==> config.mk <==
export PLATFORM = sky130hd
export DESIGN_NAME = filter_sequencer
export DESIGN_NICKNAME = d
export VERILOG_FILES = /design/src/rtl/filter_seq_pkg.sv /design/src/rtl/seq_watchdog.sv /design/src/rtl/filter_sequencer.sv
export SDC_FILE = /design/constraint.sdc
export NUM_CORES = 1
export LEC_CHECK = 0
export ABC_AREA = 1
export CAP_MARGIN = 20
export CORE_MARGIN = 2
export CORE_UTILIZATION = 50
export CTS_CLUSTER_SIZE = 10
export DETAILED_ROUTE_END_ITERATION = 12
export PLACE_DENSITY = 0.87
export SLEW_MARGIN = 0
export SYNTH_ARGS = -nofsm -noshare
export SYNTH_HDL_FRONTEND = slang
export SYNTH_SLANG_ARGS = --single-unit
==> constraint.sdc <==
create_clock -name clk -period 2.9 [get_ports clk]
set_clock_uncertainty 0.05 [all_clocks]
set_input_delay 0.29 -clock clk [delete_from_list [all_inputs] [get_ports clk]]
set_output_delay 0.29 -clock clk [all_outputs]
set_load 0.02 [all_outputs]
==> src/rtl/filter_seq_pkg.sv <==
// Shared types and defaults for the biquad-engine stage sequencer.
package filter_seq_pkg;

    localparam int DEF_NUM_STAGES = 4;
    localparam int DEF_DATA_W     = 16;
    localparam int DEF_TIMEOUT    = 64;

    typedef enum logic [1:0] {
        S_IDLE  = 2'd0,
        S_ISSUE = 2'd1,
        S_WAIT  = 2'd2,
        S_EMIT  = 2'd3
    } seq_state_t;

    // Stage index width, never narrower than one bit.
    function automatic int idx_w(input int n);
        int w;
        w = $clog2(n);
        return (w < 1) ? 1 : w;
    endfunction

endpackage

==> src/rtl/seq_watchdog.sv <==
// WAIT-phase timeout: down-counter preloaded while clear is high, expires at terminal count.
module seq_watchdog
    import filter_seq_pkg::*;
#(
    parameter int TIMEOUT = DEF_TIMEOUT
) (
    input  logic clk,
    input  logic reset,
    input  logic clear,
    input  logic enable,
    output logic expired
);

    localparam int              CNT_W = (TIMEOUT > 1) ? $clog2(TIMEOUT) : 1;
    localparam logic [CNT_W-1:0] LOAD = CNT_W'(TIMEOUT - 1);

    logic [CNT_W-1:0] count;

    always_ff @(posedge clk or posedge reset) begin
        if (reset) begin
            count <= LOAD;
        end else if (clear) begin
            count <= LOAD;
        end else if (enable && (count != '0)) begin
            count <= count - 1'b1;
        end
    end

    // The TIMEOUT-th enabled cycle sees the counter at zero.
    assign expired = enable && (count == '0);

endmodule

==> src/rtl/filter_sequencer.sv <==
// Per-sample scheduler for the shared biquad engine: walks NUM_STAGES stages with bypass.
// Optional WAIT watchdog enabled by defining FILTER_SEQ_WATCHDOG_EN.
//
// state   | meaning
// IDLE    | waiting for sample_valid
// ISSUE   | current stage: skip if bypassed, otherwise start engine
// WAIT    | waiting for eng_done of current stage
// EMIT    | sample_out_valid pulse, then back to IDLE
module filter_sequencer
    import filter_seq_pkg::*;
#(
    parameter int   NUM_STAGES = DEF_NUM_STAGES,
    parameter int   DATA_W     = DEF_DATA_W,
    parameter int   TIMEOUT    = DEF_TIMEOUT,
    localparam int  IDX_W      = idx_w(NUM_STAGES)
) (
    input  logic                     clk,
    input  logic                     reset,
    input  logic                     sample_valid,
    input  logic signed [DATA_W-1:0] sample_in,
    input  logic [NUM_STAGES-1:0]    stage_bypass,
    input  logic                     flags_clr,
    output logic                     eng_start,
    output logic [IDX_W-1:0]         eng_sel,
    output logic signed [DATA_W-1:0] eng_in,
    input  logic signed [DATA_W-1:0] eng_out,
    input  logic                     eng_done,
    output logic signed [DATA_W-1:0] sample_out,
    output logic                     sample_out_valid,
    output logic                     busy,
    output logic                     overrun,
    output logic                     fault
);

    localparam logic [IDX_W-1:0] LAST_IDX = IDX_W'(NUM_STAGES - 1);

    seq_state_t              state, state_nxt;
    logic [IDX_W-1:0]        idx, idx_nxt;
    logic [DATA_W-1:0]       work, work_nxt;
    logic [NUM_STAGES-1:0]   byp, byp_nxt;

    logic                    is_last;
    logic                    wd_expired;
    logic                    abort;
    logic                    drop;

    logic                    start_nxt;
    logic [IDX_W-1:0]        sel_nxt;
    logic [DATA_W-1:0]       in_nxt;
    logic [DATA_W-1:0]       out_nxt;
    logic                    out_valid_nxt;
    logic                    overrun_nxt;

    assign is_last = (idx == LAST_IDX);
    assign drop    = sample_valid && (state != S_IDLE);
    // eng_done on the expiry cycle still counts as a normal completion.
    assign abort   = (state == S_WAIT) && !eng_done && wd_expired;
    assign busy    = (state != S_IDLE);

    always_ff @(posedge clk or posedge reset) begin
        if (reset) begin
            state <= S_IDLE;
            idx   <= '0;
            work  <= '0;
            byp   <= '0;
        end else begin
            state <= state_nxt;
            idx   <= idx_nxt;
            work  <= work_nxt;
            byp   <= byp_nxt;
        end
    end

    always_comb begin
        state_nxt = state;
        idx_nxt   = idx;
        work_nxt  = work;
        byp_nxt   = byp;
        unique case (state)
            S_IDLE: begin
                if (sample_valid) begin
                    work_nxt  = sample_in;
                    byp_nxt   = stage_bypass;
                    idx_nxt   = '0;
                    state_nxt = S_ISSUE;
                end
            end
            S_ISSUE: begin
                if (byp[idx]) begin
                    if (is_last) begin
                        state_nxt = S_EMIT;
                    end else begin
                        idx_nxt = idx + 1'b1;
                    end
                end else begin
                    state_nxt = S_WAIT;
                end
            end
            S_WAIT: begin
                if (eng_done) begin
                    work_nxt = eng_out;
                    if (is_last) begin
                        state_nxt = S_EMIT;
                    end else begin
                        idx_nxt   = idx + 1'b1;
                        state_nxt = S_ISSUE;
                    end
                end else if (abort) begin
                    state_nxt = S_IDLE;
                end
            end
            S_EMIT: begin
                state_nxt = S_IDLE;
            end
            default: begin
                state_nxt = S_IDLE;
            end
        endcase
    end

    // Outputs are registered from next-state values so they are valid in the ISSUE/EMIT cycle itself.
    always_comb begin
        start_nxt     = 1'b0;
        sel_nxt       = eng_sel;
        in_nxt        = eng_in;
        out_valid_nxt = 1'b0;
        out_nxt       = sample_out;
        if ((state_nxt == S_ISSUE) && !byp_nxt[idx_nxt]) begin
            start_nxt = 1'b1;
            sel_nxt   = idx_nxt;
            in_nxt    = work_nxt;
        end
        if (state_nxt == S_EMIT) begin
            out_valid_nxt = 1'b1;
            out_nxt       = work_nxt;
        end
        if (drop) begin
            overrun_nxt = 1'b1;
        end else if (flags_clr) begin
            overrun_nxt = 1'b0;
        end else begin
            overrun_nxt = overrun;
        end
    end

    always_ff @(posedge clk or posedge reset) begin
        if (reset) begin
            eng_start        <= 1'b0;
            eng_sel          <= '0;
            eng_in           <= '0;
            sample_out       <= '0;
            sample_out_valid <= 1'b0;
            overrun          <= 1'b0;
        end else begin
            eng_start        <= start_nxt;
            eng_sel          <= sel_nxt;
            eng_in           <= in_nxt;
            sample_out       <= out_nxt;
            sample_out_valid <= out_valid_nxt;
            overrun          <= overrun_nxt;
        end
    end

`ifdef FILTER_SEQ_WATCHDOG_EN
    seq_watchdog #(
        .TIMEOUT (TIMEOUT)
    ) u_watchdog (
        .clk     (clk),
        .reset   (reset),
        .clear   (state != S_WAIT),
        .enable  (state == S_WAIT),
        .expired (wd_expired)
    );

    always_ff @(posedge clk or posedge reset) begin
        if (reset) begin
            fault <= 1'b0;
        end else if (abort) begin
            fault <= 1'b1;
        end else if (flags_clr) begin
            fault <= 1'b0;
        end
    end
`else
    assign wd_expired = 1'b0;
    assign fault      = 1'b0;
`endif

endmodule

## Yosys cells after proc, flatten, opt, wreduce, memory -nomap -nowiden

Cells that the tools add are included.

| operators by class | value |
|---|---|
| add/sub/neg operators | 1 |
| $lt $le $gt $ge | 2 |
| equality and inequality tests | 6 |
| mux-type cells | 24 |
| reduce and logical (&&, ||, !) cells | 6 |

Operators by type and width:

| cell | number |
|---|---|
| $mux W16 | 2 |
| $pmux W16 S2 | 1 |
| $mux W2 | 9 |
| $eq A2 B2 Y1 const B | 4 |
| $mux W4 | 2 |
| $pmux W2 S4 | 1 |
| $lt A2 B3 Y1 const B | 2 |
| $mux W1 | 6 |
| $pmux W2 S3 | 1 |
| $bmux W1 S2 | 2 |
| $eq A2 B1 Y1 const B | 2 |
| $reduce_bool A2 Y1 | 2 |
| $add A2 B1 Y2 const B | 1 |
| $logic_and A1 B1 Y1 | 2 |
| $logic_not A2 Y1 | 1 |
| $logic_not A1 Y1 | 1 |

| storage, ports and cells | value |
|---|---|
| register bits | 61 |
| input port bits | 41 |
| output and inout bits | 39 |
| logic and storage cells | 49 |

## Logic depth before layout (Yosys ltp)

| depth | value |
|---|---|
| depth in word-level cells | 9 |
| gate-level depth with buffers | 14 |
| gate-level depth less buffers | 13 |

## Least setup slack after synthesis

No wires, ideal clock.

| timing path | value |
|---|---|
| path kind | register -> register |
| start | register state[0] |
| end | register eng_in[0] |
| library setup time | 0.117 ns |
| arrival | 1.562 ns |
| slack | 1.171 ns |
| cell stages (with the launch flop) | 11 |
| path buffers | 2 |
| path through | dfrtp_1 -> nor2_2 -> nand2_2 -> buf_2 -> o21ai_1 -> nand2_1 -> nand3_4 -> nand3_4 -> buf_6 -> nand2_1 -> nand2_1 |

| on the way | value |
|---|---|
| word-level cells in the longest chain between the ends | 6 |

Ends and longest elaborated chain:

| item | RTL line | source |
|---|---|---|
| start, declared | filter_sequencer.sv:37 | `seq_state_t state, state_nxt;` |
| start signal, assigned | filter_sequencer.sv:67 | `state <= state_nxt;` |
| $eq A2 B2 Y1, or another cell as far along | filter_sequencer.sv:79 | `unique case (state)` |
| $pmux W2 S3 or $mux W4 (tied branches) | filter_sequencer.sv:79 |  |
| $bmux W1 S2 | filter_sequencer.sv:128 | `if ((state_nxt == S_ISSUE) && !byp_nxt[idx_nxt]) begin` |
| $mux W1 (not written as such) | filter_sequencer.sv:128 |  |
| $logic_not A1 Y1 | filter_sequencer.sv:128 |  |
| $logic_and A1 B1 Y1 | filter_sequencer.sv:128 |  |
| end signal, assigned | filter_sequencer.sv:157 | `eng_in <= in_nxt;` |
| end, declared | filter_sequencer.sv:25 | `output logic signed [DATA_W-1:0] eng_in,` |

Parallel ways exist; a longest one is shown, timed or not. The select of a mux whose other input is x is not followed.
A chain may end at the register's enable or synchronous reset.

## Worst setup path after layout

| timing path | value |
|---|---|
| start | register state[0] |
| end | register sample_out[9] |

RTL lines:

| item | RTL line | source |
|---|---|---|
| $eq A2 B2 Y1, or another cell as far along | filter_sequencer.sv:79 |  |
| $pmux W2 S4 * | filter_sequencer.sv:79 |  |
| named net state_nxt[1] | filter_sequencer.sv:37 |  |
| $eq A2 B2 Y1 * | filter_sequencer.sv:133 | `if (state_nxt == S_EMIT) begin` |
| end signal, assigned | filter_sequencer.sv:158 | `sample_out <= out_nxt;` |
| end, declared | filter_sequencer.sv:28 | `output logic signed [DATA_W-1:0] sample_out,` |

The timed path passes the listed nets; every way through them passes the cells marked *.

==> results.py <==
metrics = {
    "layout": {
        "final_cell_mix": "nand2_1, clkdlybuf4s50_1, dfrtp_1",
        "final_util": 0.722,
        "n_antenna_cell": 0,
        "nets": 433,
        "stdcell_count": 467,
        "drive_above_1_share": 0.0957,
        "final_area_um2": 3710,
        "syn_to_final_growth_pct": 37.8,
        "final_common_cell": "nand2_1",
    },
    "global_route": {
        "antenna_found_initial": 0,
        "grt_pass1_wl_um": 10800,
        "grtUsageTotal": 0.235,
        "grt_pass1_vias": 2210,
        "overflow": 0,
        "grt_max_degree": 39,
    },
    "route": {
        "dr.pass1.iters": 4,
        "first_iter_violations": 264,
        "postRouteWirelength_um": 6660,
        "wl_per_cell_um": 14.3,
        "drtAntennaViolNets": 0,
        "drc": 0,
        "vias_per_cell": 5.18,
        "vias": 2420,
    },
    "place": {
        "pre_cts_slack_ns": 0.615,
        "dpl_cell_area_um2": 3510,
        "dp.cells": 451,
        "gp_congestion": 0.883,
        "hpwl_um": 5030,
        "port_buffers": 78,
    },
    "synth": {
        "synth-edff-count": 0,
        "ys_types": 24,
        "yosysSeqAreaShare": 0.567,
        "yosys_warnings": 0,
        "synth-main-ff-cell": "dfrtp_1",
        "synthesis.nets": 354,
        "netlist_area_um2": 2690,
        "syn_avg_cell_area_um2": 8.60,
        "synthCells": 313,
        "ys_ff_latch": 61,
        "ys_async_sr_fraction": 1.00,
    },
    "run_status": {
        "status": "complete, no violations",
    },
    "power_and_ir_drop": {
        "ir_drop_mv": 0.810,
        "total_power_mw": 4.48,
        "switchingPower_mw": 1.99,
        "sw_frac_of_total": 0.445,
        "p_comb_frac": 0.513,
        "powerDensity_nw_per_um2": 1210,
        "p_leak_nw": 1.83,
        "seq_power_share": 0.319,
        "internal-power_mw": 2.49,
        "p_clk_frac": 0.168,
    },
    "clock_tree": {
        "cts_resized": 0,
        "tritoncts": "done",
        "clockBufferDepth": 2,
        "ctsHoldBuffers": 0,
        "numCtsBuffers": 9,
        "clkTransAtPathRegs_ns": 0.07,
        "h-tree-depth": 3,
        "clk_latency_ns": 0.34,
        "cts_root_buf": "clkbuf_8",
        "cts_setup_buffers": 0,
        "cts.sinks": 61,
    },
    "setup_path": {
        "cp-end-kind": "flip-flop",
        "path_class": "flip-flop to flip-flop",
        "cp_max_fo": 17,
        "cp.arrival_ns": 2.34,
        "worstPathRequired_ns": 3.08,
        "critPathLaunchType": "flip-flop",
    },
    "sta": {
        "setup-tns-final_ns": 0,
        "setup_ws_ns": 0.744,
        "post-route-period-util": 0.744,
        "fmax_ghz": 0.464,
        "grt_setup_unrepaired": "false",
        "slew_violations": 0,
        "period_needed_ns": 2.16,
        "fin_hold_ws_ns": 0.221,
        "setup-violations-final": 0,
        "hold_violations": 0,
    },
    "worst_hold_path": {
        "worstHoldPathType": "input pin to async pin",
    },
    "floorplanning": {
        "coreArea_um2": 5140,
        "design.portCount": 80,
        "core.rowCount": 26,
        "die_w_um": 77.4,
        "die_area_um2": 5990,
        "start_util": 0.524,
        "die_y_um": 77.4,
    },
    "flow_run": {
        "drv_cap": 0,
    },
}
Yosys cell counts, types with 3 or more instances:
cell,instances,area (um2)
nand3_4,3,52.6
inv_2,4,15.0
nand3_1,36,180
nand4_1,18,113
inv_1,18,67.6
dfrtp_1,61,1530
nand2_1,137,514
o21ai_0,5,25.0
clkbuf_1,3,11.3
buf_2,6,30.0
nand2_2,6,37.5
power groups by stage:
stage / Sequential (mW) / Clock (mW) / Combinational, mW
finish: 1.43 / 0.754 / 2.30
global route: 1.46 / 0.802 / 2.52
CTS: 1.42 / 0.768 / 2.30
detailed placement: 1.43 / 0 / 2.29
global placement: 1.43 / 0 / 2.22
floorplan: 1.65 / 0 / 1.29
cell families after synthesis:
family,Yosys count,synth area share
buffers and inverters,36,0.0600
other,1,0.00139
DFF,61,0.567
and+or+nand+nor,206,0.351
AOI/OAI and AO/OA,9,0.0205
sequential cells by signal, indices dropped and copies added (netlist names):
register / flops
eng_in: 16
sample_out: 16
work: 16
byp: 4
eng_sel: 2
idx: 2
state: 2
eng_start: 1
overrun: 1
sample_out_valid: 1
cell type report:
type	count	area, um2
clock buffer	11	141
clock inverter	5	60.1
fill	407	1430
inverter	23	86.3
multi-input combinational	216	1000
sequential	61	1530
tap	70	87.6
timing repair buffer	81	803
per-layer routing:
layer | share of wire | up-vias | global-route usage
met5 | 0 | - | 0
met1 | 0.44 | 1140 | 0.324
li1 | - | 1167 | -
met3 | 0.053 | 17 | 0.0407
met4 | 0.028 | 0 | 0.127
met2 | 0.48 | 96 | 0.358
path summary, 6_finish.rpt:
check / from / end / slack, ns / depth (start not counted)
worst min-delay path: reset / eng_in[0]$_DFFE_PP0P_ / 0.22 / 2
worst max register to register: state[0]$_DFF_PP0_ / sample_out[9]$_DFFE_PP0P_ / 0.74 / 8
worst min register to register: eng_in[7]$_DFFE_PP0P_ / eng_in[7]$_DFFE_PP0P_ / 0.42 / 2
min in group clk: eng_in[7]$_DFFE_PP0P_ / eng_in[7]$_DFFE_PP0P_ / 0.42 / 2
max in group asynchronous: reset / overrun$_DFFE_PP0P_ / 1.72 / 3
worst max-delay path: state[0]$_DFF_PP0_ / sample_out[9]$_DFFE_PP0P_ / 0.74 / 8
worst max-delay path, stage by stage, from the launching register on:
cell and delay, ns:
dfrtp_1 0.43, nor2_2 0.20, nor2_1 0.06, a32oi_1 0.22, nand2_1 0.13, nand2_2 0.27, clkinv_1 0.44, nand2_1 0.19
nand2_1 0.06
(Power assumes the default switching activity.)
